==> config.mk <==
export PLATFORM = sky130hd
export DESIGN_NAME = stopwatch_ctrl
export DESIGN_NICKNAME = d
export VERILOG_FILES = /design/src/rtl/stopwatch_ctrl.sv
export SDC_FILE = /design/constraint.sdc
export NUM_CORES = 1
export LEC_CHECK = 0
export CORE_AREA = 4 4 103 105
export CTS_CLUSTER_SIZE = 40
export DETAILED_ROUTE_END_ITERATION = 8
export DIE_AREA = 0 0 107 109
export PLACE_DENSITY = 0.59
export RECOVER_POWER = 50
export SKIP_LAST_GASP = 1
export SLEW_MARGIN = 20
export SYNTH_ARGS = -nofsm -noshare
export SYNTH_HDL_FRONTEND = slang
export SYNTH_SLANG_ARGS = --single-unit
==> constraint.sdc <==
create_clock -name clk -period 3.4 [get_ports clk]
set_clock_uncertainty 0.2 [all_clocks]
set_input_delay 0.51 -clock clk [delete_from_list [all_inputs] [get_ports clk]]
set_output_delay 0.51 -clock clk [all_outputs]
set_load 0.02 [all_outputs]
==> src/rtl/stopwatch_ctrl.sv <==
// rtl/stopwatch_ctrl.sv - start/stop/lap/clear stopwatch controller with BCD MM:SS count
module stopwatch_ctrl #(
    parameter int TICK_DIV = 50000000,
    parameter int PW       = 26
) (
    input  logic       clk,
    input  logic       reset,
    input  logic       btn_start,
    input  logic       btn_lap,
    input  logic       btn_clear,
    output logic [3:0] min_t,
    output logic [3:0] min_o,
    output logic [3:0] sec_t,
    output logic [3:0] sec_o,
    output logic       running,
    output logic       lap_active,
    output logic       wrap
);

    typedef enum logic [1:0] {
        S_IDLE  = 2'd0,
        S_RUN   = 2'd1,
        S_PAUSE = 2'd2,
        S_LAP   = 2'd3
    } state_t;

    state_t        state, state_n;
    logic [PW-1:0] presc, presc_n;
    logic [15:0]   live, live_n, live_inc;
    logic [15:0]   snap, snap_n;
    logic [2:0]    btn_q;      // {clear, start, lap}
    logic [2:0]    press_q;
    logic          run_like, tick, wrap_n;
    logic          do_clear, do_start, do_lap;

    assign run_like = (state == S_RUN) || (state == S_LAP);
    assign tick     = run_like && (presc == PW'(TICK_DIV - 1));

    // Only the highest-priority registered press is acted on.
    assign do_clear = press_q[2];
    assign do_start = press_q[1] && !press_q[2];
    assign do_lap   = press_q[0] && !press_q[1] && !press_q[2];

    always_comb begin
        live_inc = live;
        if (live[3:0] == 4'd9) begin
            live_inc[3:0] = 4'd0;
            if (live[7:4] == 4'd5) begin
                live_inc[7:4] = 4'd0;
                if (live[11:8] == 4'd9) begin
                    live_inc[11:8]  = 4'd0;
                    live_inc[15:12] = (live[15:12] == 4'd5) ? 4'd0 : live[15:12] + 4'd1;
                end else begin
                    live_inc[11:8] = live[11:8] + 4'd1;
                end
            end else begin
                live_inc[7:4] = live[7:4] + 4'd1;
            end
        end else begin
            live_inc[3:0] = live[3:0] + 4'd1;
        end
    end

    always_comb begin
        state_n = state;
        snap_n  = snap;
        live_n  = tick ? live_inc : live;
        wrap_n  = tick && (live == 16'h5959);
        presc_n = presc;
        case (state)
            S_IDLE: begin
                presc_n = '0;
                if (do_start) state_n = S_RUN;
            end
            S_RUN: begin
                presc_n = tick ? '0 : presc + PW'(1);
                if (do_start) begin
                    state_n = S_PAUSE;
                end else if (do_lap) begin
                    state_n = S_LAP;
                    snap_n  = live;
                end
            end
            S_PAUSE: begin
                if (do_start) begin
                    state_n = S_RUN;
                end else if (do_clear) begin
                    state_n = S_IDLE;
                    live_n  = '0;
                    presc_n = '0;
                end
            end
            S_LAP: begin
                presc_n = tick ? '0 : presc + PW'(1);
                if (do_lap) state_n = S_RUN;
                else if (do_start) state_n = S_PAUSE;
            end
            default: begin
                state_n = S_IDLE;
                presc_n = '0;
            end
        endcase
    end

    always_ff @(posedge clk) begin
        if (reset) begin
            state      <= S_IDLE;
            presc      <= '0;
            live       <= '0;
            snap       <= '0;
            btn_q      <= '0;
            press_q    <= '0;
            min_t      <= '0;
            min_o      <= '0;
            sec_t      <= '0;
            sec_o      <= '0;
            running    <= 1'b0;
            lap_active <= 1'b0;
            wrap       <= 1'b0;
        end else begin
            btn_q   <= {btn_clear, btn_start, btn_lap};
            press_q <= {btn_clear, btn_start, btn_lap} & ~btn_q;
            state   <= state_n;
            presc   <= presc_n;
            live    <= live_n;
            snap    <= snap_n;
            // Outputs are derived from next-state values so they move with the state.
            {min_t, min_o, sec_t, sec_o} <= (state_n == S_LAP) ? snap_n : live_n;
            running    <= (state_n == S_RUN) || (state_n == S_LAP);
            lap_active <= (state_n == S_LAP);
            wrap       <= wrap_n;
        end
    end

endmodule

; ---- Word-level counts from Yosys, hierarchy flattened
; Cells that the tools add are included.
[word_totals]
out_inout_bits = 19
word_cells = 72
in_bits = 5
register_bits = 85
[op_classes]
eq_ne = 13
n_reduce_logical = 12
add_sub_neg = 5
bitwise_logic = 2
n_mux = 27
[ops]
columns = op, count
row1 = two-way mux 16 bit, 8
row2 = two-way mux 26 bit, 3
row3 = one-hot mux 26 bit (3 select lines), 1
row4 = "adder 26 x 1 -> 26 bit, second input constant", 1
row5 = "== test 26 bit, second input constant", 1
row6 = two-way mux 4 bit, 5
row7 = "adder 4 x 1 -> 4 bit, second input constant", 4
row8 = "== test 16 x 15 -> 1 bit, second input constant", 1
row9 = two-way mux 2 bit, 7
row10 = two-way mux 12 bit, 1
row11 = "== test 4 x 3 -> 1 bit, second input constant", 2
row12 = "== test 4 bit, second input constant", 2
row13 = two-way mux 8 bit, 1
row14 = one-hot mux 2 bit (4 select lines), 1
row15 = "== test 2 bit, second input constant", 3
row16 = logical AND 1 bit, 5
row17 = "== test 2 x 1 -> 1 bit, second input constant", 2
row18 = "inequality test 2 bit, second input constant", 2
row19 = AND 3 bit, 1
row20 = NOT 3 bit, 1
row21 = logical NOT 1 bit, 2
row22 = logical NOT 2 bit, 1
row23 = logical OR 1 bit, 2
row24 = AND reduction 2 bit, 1
row25 = OR reduction 2 bit, 1

; ---- Logic depth before layout (Yosys ltp)
; Gate-level depths: netlist of run 1.
[depth]
ltp_word = 10
mapped_depth = 9
ltp_nobuf = 6

; ---- Worst setup path before layout of run 1
; OpenSTA, ideal clock, no wires.
[synth_path]
path_type = register -> register
startpoint = register presc[0]
endpoint = register min_o[2]
setup_time_ns = 0.078
path_stages_with_launch = 8
path_buffers = 1
arrival_ns = 2.140
period_less_slack_ns = 2.417
required_time_ns = 3.122
slack_ns = 0.983
path_cell_list = dfxtp_1 ha_1 nand4_1 or4_4 buf_6 or4_4 and3_4 nor3_1
[synth_between]
elab_chain_cells = 7
[synth_lines]
columns = element, line_no
row1 = from (decl), 28  ; logic [PW-1:0] presc, presc_n;
row2 = from (signal assigned), 124  ; presc <= presc_n;
row3 = == test 26 bit (*), 37  ; assign tick = run_like && (presc == PW'(TICK_DIV - 1));
row4 = logical AND 1 bit (*), 37
row5 = two-way mux 16 bit (*), 67  ; live_n = tick ? live_inc : live;
row6 = two-way mux 16 bit, 87  ; end else if (do_clear) begin
row7 = two-way mux 16 bit, 85  ; if (do_start) begin
row8 = two-way mux 16 bit (*), 70  ; case (state)
row9 = two-way mux 16 bit (*), 128  ; {min_t, min_o, sec_t, sec_o} <= (state_n == S_LAP) ? snap_n : live_n;
row10 = to (signal assigned), 128
row11 = to (decl), 12  ; output logic [3:0] min_o,
; Every way passes the cells marked *; elsewhere a longest branch is shown, timed or not.
; A chain may end at the register's enable or synchronous reset.

; ---- Worst setup path in the final report of run 1
[layout_path]
startpoint = register presc[0]
endpoint = register presc[4]
[layout_between]
elab_chain_cells = 4
word_cells_on_any_way = 5
classes_between = add/sub: 1 / eq/ne: 1 / mux: 2 / reduce/logical: 1
[layout_lines]
columns = element, line_no
row1 = branches (longest 2 deep; another with adder 26 x 1 -> 26 bit), n/a
row2 = two-way mux 26 bit (*), "76, 94"
row3 = one-hot mux 26 bit (3 select lines) (*), 70
; Every way passes the cells marked *.

==> out/metrics.csv, run 1 <==
metric,value,unit
run_status,"complete, no violations",
period_minus_slack,2.91,ns
holdBufCountCts,0,
async_reset_ff_share,0,%
crit-reg2reg-launch,presc[0]$_SDFFE_PP0P_,
drt_first_pass_iters,4,
die_w,107,microns
diodes,0,
total_power,0.00173,W
wirelength,8.36,mm
cts_buffers,9,
vias_per_cell,5.47,
track_usage,15.3,%
hold_path_class,reg -> reg,
synth_edf_count,0,
final_nets,440,
drc,0,
grt_pass1_vias,2950,
grt_pass1_wl,14.4,mm
postRouteAntennaNets,0,
start_kind,register,
syn-instance-count,416,
cts_setup_buffers,0,
die_y,109,microns
hpwl,5.69,mm
period_share,85.5,%
cts_sinks,84,
cp-end-kind,register,
relSlewSlack,33.4,%
crit_type,reg -> reg,
ys.flop_type,dfxtp_1,
cp.arrival,2.93,ns
synth_sequential_area_ratio,44.6,%
finalSetupViolations,0,
fmax,344,MHz
layout-drive-gt1-share,7.74,%
start_util,39.1,%
num_vias,3127,
synth_cell_types,63,
crit_start,presc[0]$_SDFFE_PP0P_,
cp_max_fo,32,
finalHoldViolCount,0,
cp.required,3.42,ns
syn_nets,422,
finalMaxSlewViolations,0,
yosysMostFrequentCell,dfxtp_1,
synth_top_area_share,44.6,%
timing.setup.tns,0,ns
ioPinCount,24,
drt_iter0_markers,154,
cts_tree,built,
yosys-top-cells-area,"dfxtp_1 45%, nor2_1 4.6%, mux2i_1 4.0%",
cts.path.max_buffers,2,
leakagePower,1.64,nW
yosysTopAreaCell,dfxtp_1,
cts_resized,0,
avgSynthCellArea,9.06,sq um
setup_slack,0.493,ns
holdWs,0.186,ns
powerDensity,407,nW/um^2
core,9640,sq um
ys_top_cells_by_count,"84 x dfxtp_1, 46 x nor2_1, 22 x nand2_1",
maxCapViolations,0,
hold_path.startpoint,btn_q[2]$_SDFF_PP0_,
synth_area,3770,sq um
area_growth,13.2,%
htree_num_levels,3,
port_buffers,23,
worstMarginPinSlew,0.999,ns
place_congestion,0.781,
cts-root-buf,clkbuf_8,
overflow,0,
pre_cts_slack,0.578,ns
clk_pin_slew_worst_paths,0.08,ns
synth-seq-cells,84,
rsz0062_at_grt,false,
fin_util,44.3,%
yosysWarnings,0,
ir_worst_vdd,0.000159,V
grt_antenna_before_repair,0,
grt_max_degree,33,
clk_latency,0.36,ns
die-area,11700,sq um
wl_per_cell,14.6,microns
rows,36,
-- worst max-delay path, stage by stage, from the launching register on --
cell and delay [ns]:
dfxtp_1 0.42, ha_1 0.29, and4_1 0.32, nand3_1 0.23
o311a_1 0.74, buf_4 0.32, a41oi_1 0.20, a31oi_1 0.05
-- routing by layer --
layer | part of all wire (%) | GRT usage (%)
met5 | 0 | 0
met4 | 1.5 | 5.75
met3 | 4.9 | 2.66
met2 | 49 | 25.1
met1 | 45 | 20.2
-- path summary, 6_finish.rpt --
path / end / slack [ns] / cells after the start
worst min register to register: press_q[2]$_SDFF_PP0_ / 0.19 / 1
worst max register to register: presc[4]$_SDFFE_PP0P_ / 0.49 / 7
worst max-delay path: presc[4]$_SDFFE_PP0P_ / 0.49 / 7
worst min-delay path: press_q[2]$_SDFF_PP0_ / 0.19 / 1
-- cell type report --
class / count / area [sq um]
Inverter: 9 / 33.8
Sequential cell: 84 / 1680
Timing Repair Buffer: 31 / 287
Multi-Input combinational cell: 299 / 1910
Clock buffer: 10 / 128
Tap cell: 133 / 166
Fill cell: 1001 / 5370
Clock inverter: 6 / 56.3
-- through the flow --
step	area (sq um)	cells
floorplan	3770	416
global placement	4100	556
detailed placement	4100	556
CTS	4280	572
global route	4270	572
finish	4270	572
-- sequential cells by signal, indices dropped and copies added, names as in the netlist --
name	count
min_t	4
running	1
min_o	4
lap_active	1
wrap	1
press_q	3
live	16
state	1
snap	16
sec_t	4
btn_q	3
sec_o	4
presc	26
-- logic make-up (layout without fill, tap and decap cells) --
kind of cell / Yosys count / after routing / share of synthesized area [%]
adder cells (fa/ha/maj): 1 / 1 / 0.332
XOR/XNOR: 14 / 14 / 3.25
AND/OR/NAND/NOR: 179 / 179 / 26.8
buffers and inverters: 33 / 56 / 4.28
flip-flops: 84 / 84 / 44.6
AO/OA/AOI/OAI: 87 / 87 / 15.8
multiplexers: 18 / 18 / 4.88
-- where the power goes --
part / total (W) / switching, W / internal (W)
logic: 0.0000650 / 0.0000404 / 0.0000246
clock network: 0.000674 / 0.000393 / 0.000281
registers: 0.000996 / 0.00000589 / 0.000990
-- cells in the final DEF (no fill, tap or decap), drive strengths merged, types with 11 or more instances in the layout --
master and instances:
nand2 24, nand4 12, nor2 46, nand3 13, inv 12, dlygate4sd3 20, a31oi 18, dfxtp 84
nor2b 13, xnor2 13, a21oi 17, mux2i 15, clkbuf 11
Note: power is estimated with default switching activity, not from simulation.
==> run 2, diff against run 1 <==
- SETUP_SLACK_MARGIN: not set -> 0.5
==> run 2 against run 1 <==
First-iteration DRC count down 13%. Total power is essentially flat. Combinational power is essentially flat. Via count down 0.70%. Critical path depth shrank 1. Non-clock buffer count up 2. Clock power is essentially flat. Worst setup slack better by 0.032 ns. Sequential share of layout area shrank 0.15 points. Global-route usage unchanged. Cell count rose by 0.35%. Clock-buffer cell count unchanged. Critical path type unchanged. Highest routed layer unchanged.
==> out/metrics.csv, run 2 (synthesis results as in run 1) <==
metric,value,unit,change
regMostFlops,presc,,unchanged
powerDensity,405,nW/um^2,was 407 nW/um^2
die_w,107,microns,unchanged
finalMaxSlewViolations,0,,unchanged
wl_met2,3.98,mm,was 4.07 mm
hold_path_class,reg -> reg,,unchanged
finalSetupViolations,0,,unchanged
holdWs,0.186,ns,about the same
port_buffers,23,,unchanged
drc,0,,unchanged
largest_register_ffs,26,,unchanged
timing.setup.tns,0,ns,unchanged
leakagePower,1.64,nW,about the same
hold_path.startpoint,btn_q[2]$_SDFF_PP0_,,unchanged
rr_worst_depth,6,,was 7
crit_type,reg -> reg,,unchanged
area_growth,13.6,%,was 13.2%
diodes,0,,unchanged
overflow,0,,unchanged
grt_max_degree,33,,unchanged
cts_sinks,84,,unchanged
postRouteAntennaNets,0,,unchanged
cts_tree,built,,unchanged
period_minus_slack,2.87,ns,was 2.91 ns
num_vias,3105,,was 3127
cts_buffers,9,,unchanged
worstHoldEndpoint,press_q[2]$_SDFF_PP0_,,unchanged
clk_latency,0.36,ns,about the same
run_status,"complete, no violations",,unchanged
drt_iter0_markers,134,,was 154
drt_first_pass_iters,5,,was 4
final_nets,442,,was 440
final_common_cell,dfxtp_1,,unchanged
timing.rr.end,sec_o[3]$_SDFF_PP0_,,was presc[4]$_SDFFE_PP0P_
fmax,348,MHz,was 344 MHz
cp-end-kind,register,,unchanged
dr_wl_met3,308,microns,was 412 microns
pre_cts_slack,0.578,ns,unchanged
htree_num_levels,3,,unchanged
crit-reg2reg-launch,presc[0]$_SDFFE_PP0P_,,unchanged
wl_met1,3.93,mm,was 3.76 mm
start_util,39.1,%,unchanged
holdBufCountCts,0,,unchanged
final_cell_mix,"84 x dfxtp_1, 46 x nor2_1, 23 x nand2_1, 20 x dlygate4sd3_1, 18 x a31oi_1",,unchanged
rows,36,,unchanged
period_share,84.5,%,was 85.5%
rsz0062_at_grt,false,,unchanged
worstMarginPinSlew,0.824,ns,was 0.999 ns
grt_pass1_vias,2950,,unchanged
start_kind,register,,unchanged
wirelength,8.35,mm,was 8.36 mm
cp.required,3.47,ns,was 3.42 ns
min_path_cells,1,,unchanged
fillCellCount,1000,,was 1001
die-area,11700,sq um,unchanged
layout-drive-gt1-share,8.39,%,was 7.74%
wl_per_cell,14.5,microns,was 14.6 microns
worst-r2r-setup-slack,0.53,ns,was 0.49 ns
core,9640,sq um,unchanged
maxCapViolations,0,,unchanged
cts-root-buf,clkbuf_8,,unchanged
finalHoldViolCount,0,,unchanged
ir_worst_vdd,0.000159,V,about the same
grt_pass1_wl,14.4,mm,unchanged
vias_per_cell,5.41,,was 5.47
routed.top_layer,met4,,unchanged
cts.path.max_buffers,2,,unchanged
ioPinCount,24,,unchanged
relSlewSlack,44.6,%,was 33.4%
hpwl,5.69,mm,unchanged
track_usage,15.3,%,unchanged
place_congestion,0.781,,unchanged
cp_max_fo,10,,was 32
die_y,109,microns,unchanged
total_power,0.00173,W,about the same
grt_antenna_before_repair,0,,unchanged
setup_slack,0.526,ns,was 0.493 ns
reg.largest.list,"presc x26, live x16, snap x16",,unchanged
clk_pin_slew_worst_paths,0.08,ns,about the same
cp.arrival,2.95,ns,was 2.93 ns
run 2: final cells by class:
class | count | area, sq um | share of cell area (%)
clock buffer | 10 | 128 | 2.98
clock inverter | 6 | 56.3 | 1.31
inverter | 9 | 33.8 | 0.789
multi-input combinational | 299 | 1920 | 44.7
sequential | 84 | 1680 | 39.3
tap | 133 | 166 | 3.89
timing repair buffer | 33 | 302 | 7.04
run 2: metal layers:
layer	up-vias	GRT usage [%]
li1	1581	-
met1	1463	20.2
met2	50	25.1
met3	11	2.66
met4	0	5.75
met5	-	0
run 2: stage by stage:
step                      std cells  util (%)  cell area (sq um)
after floorplan                 416         -               3770
after CTS                       572      44.4               4280
after global placement          556      42.5               4100
final                           574      44.4               4280
after global routing            574      44.4               4280
after detailed placement        556      42.5               4100
run 2: worst max-delay path by stage:
stage / start / slack, ns / depth (start not counted) / end
floorplan: presc[0]$_SDFFE_PP0P_ / 0.98 / 7 / min_o[2]$_SDFF_PP0_
global placement: reset / 0.61 / 6 / presc[4]$_SDFFE_PP0P_
detailed placement: reset / 0.58 / 6 / presc[11]$_SDFFE_PP0P_
CTS: presc[0]$_SDFFE_PP0P_ / 0.57 / 7 / presc[4]$_SDFFE_PP0P_
global route: presc[1]$_SDFFE_PP0P_ / 0.39 / 6 / sec_o[3]$_SDFF_PP0_
finish: presc[0]$_SDFFE_PP0P_ / 0.53 / 6 / sec_o[3]$_SDFF_PP0_
run 2: what timing repair did:
| action | CTS | global route |
|---|---|---|
| buffers inserted | 0 | 2 |
| setup endpoints to repair | 0 | 12 |
| resized for setup | 0 | 1 |
run 2: critical path, cell delays in order, from the launching register on:
cell     delay, ns
dfxtp_1       0.42
ha_1          0.28
nand4_1       0.19
or4_1         0.78
or4_1         0.54
and3_1        0.20
a21oi_1       0.18
run 2: report_power, final:
part | leakage, nW | internal (W) | switching, W | total, W
Sequential | 0.678 | 0.000990 | 0.00000585 | 0.000995
Combinational | 0.876 | 0.0000246 | 0.0000404 | 0.0000650
Clock | 0.0909 | 0.000281 | 0.000392 | 0.000673
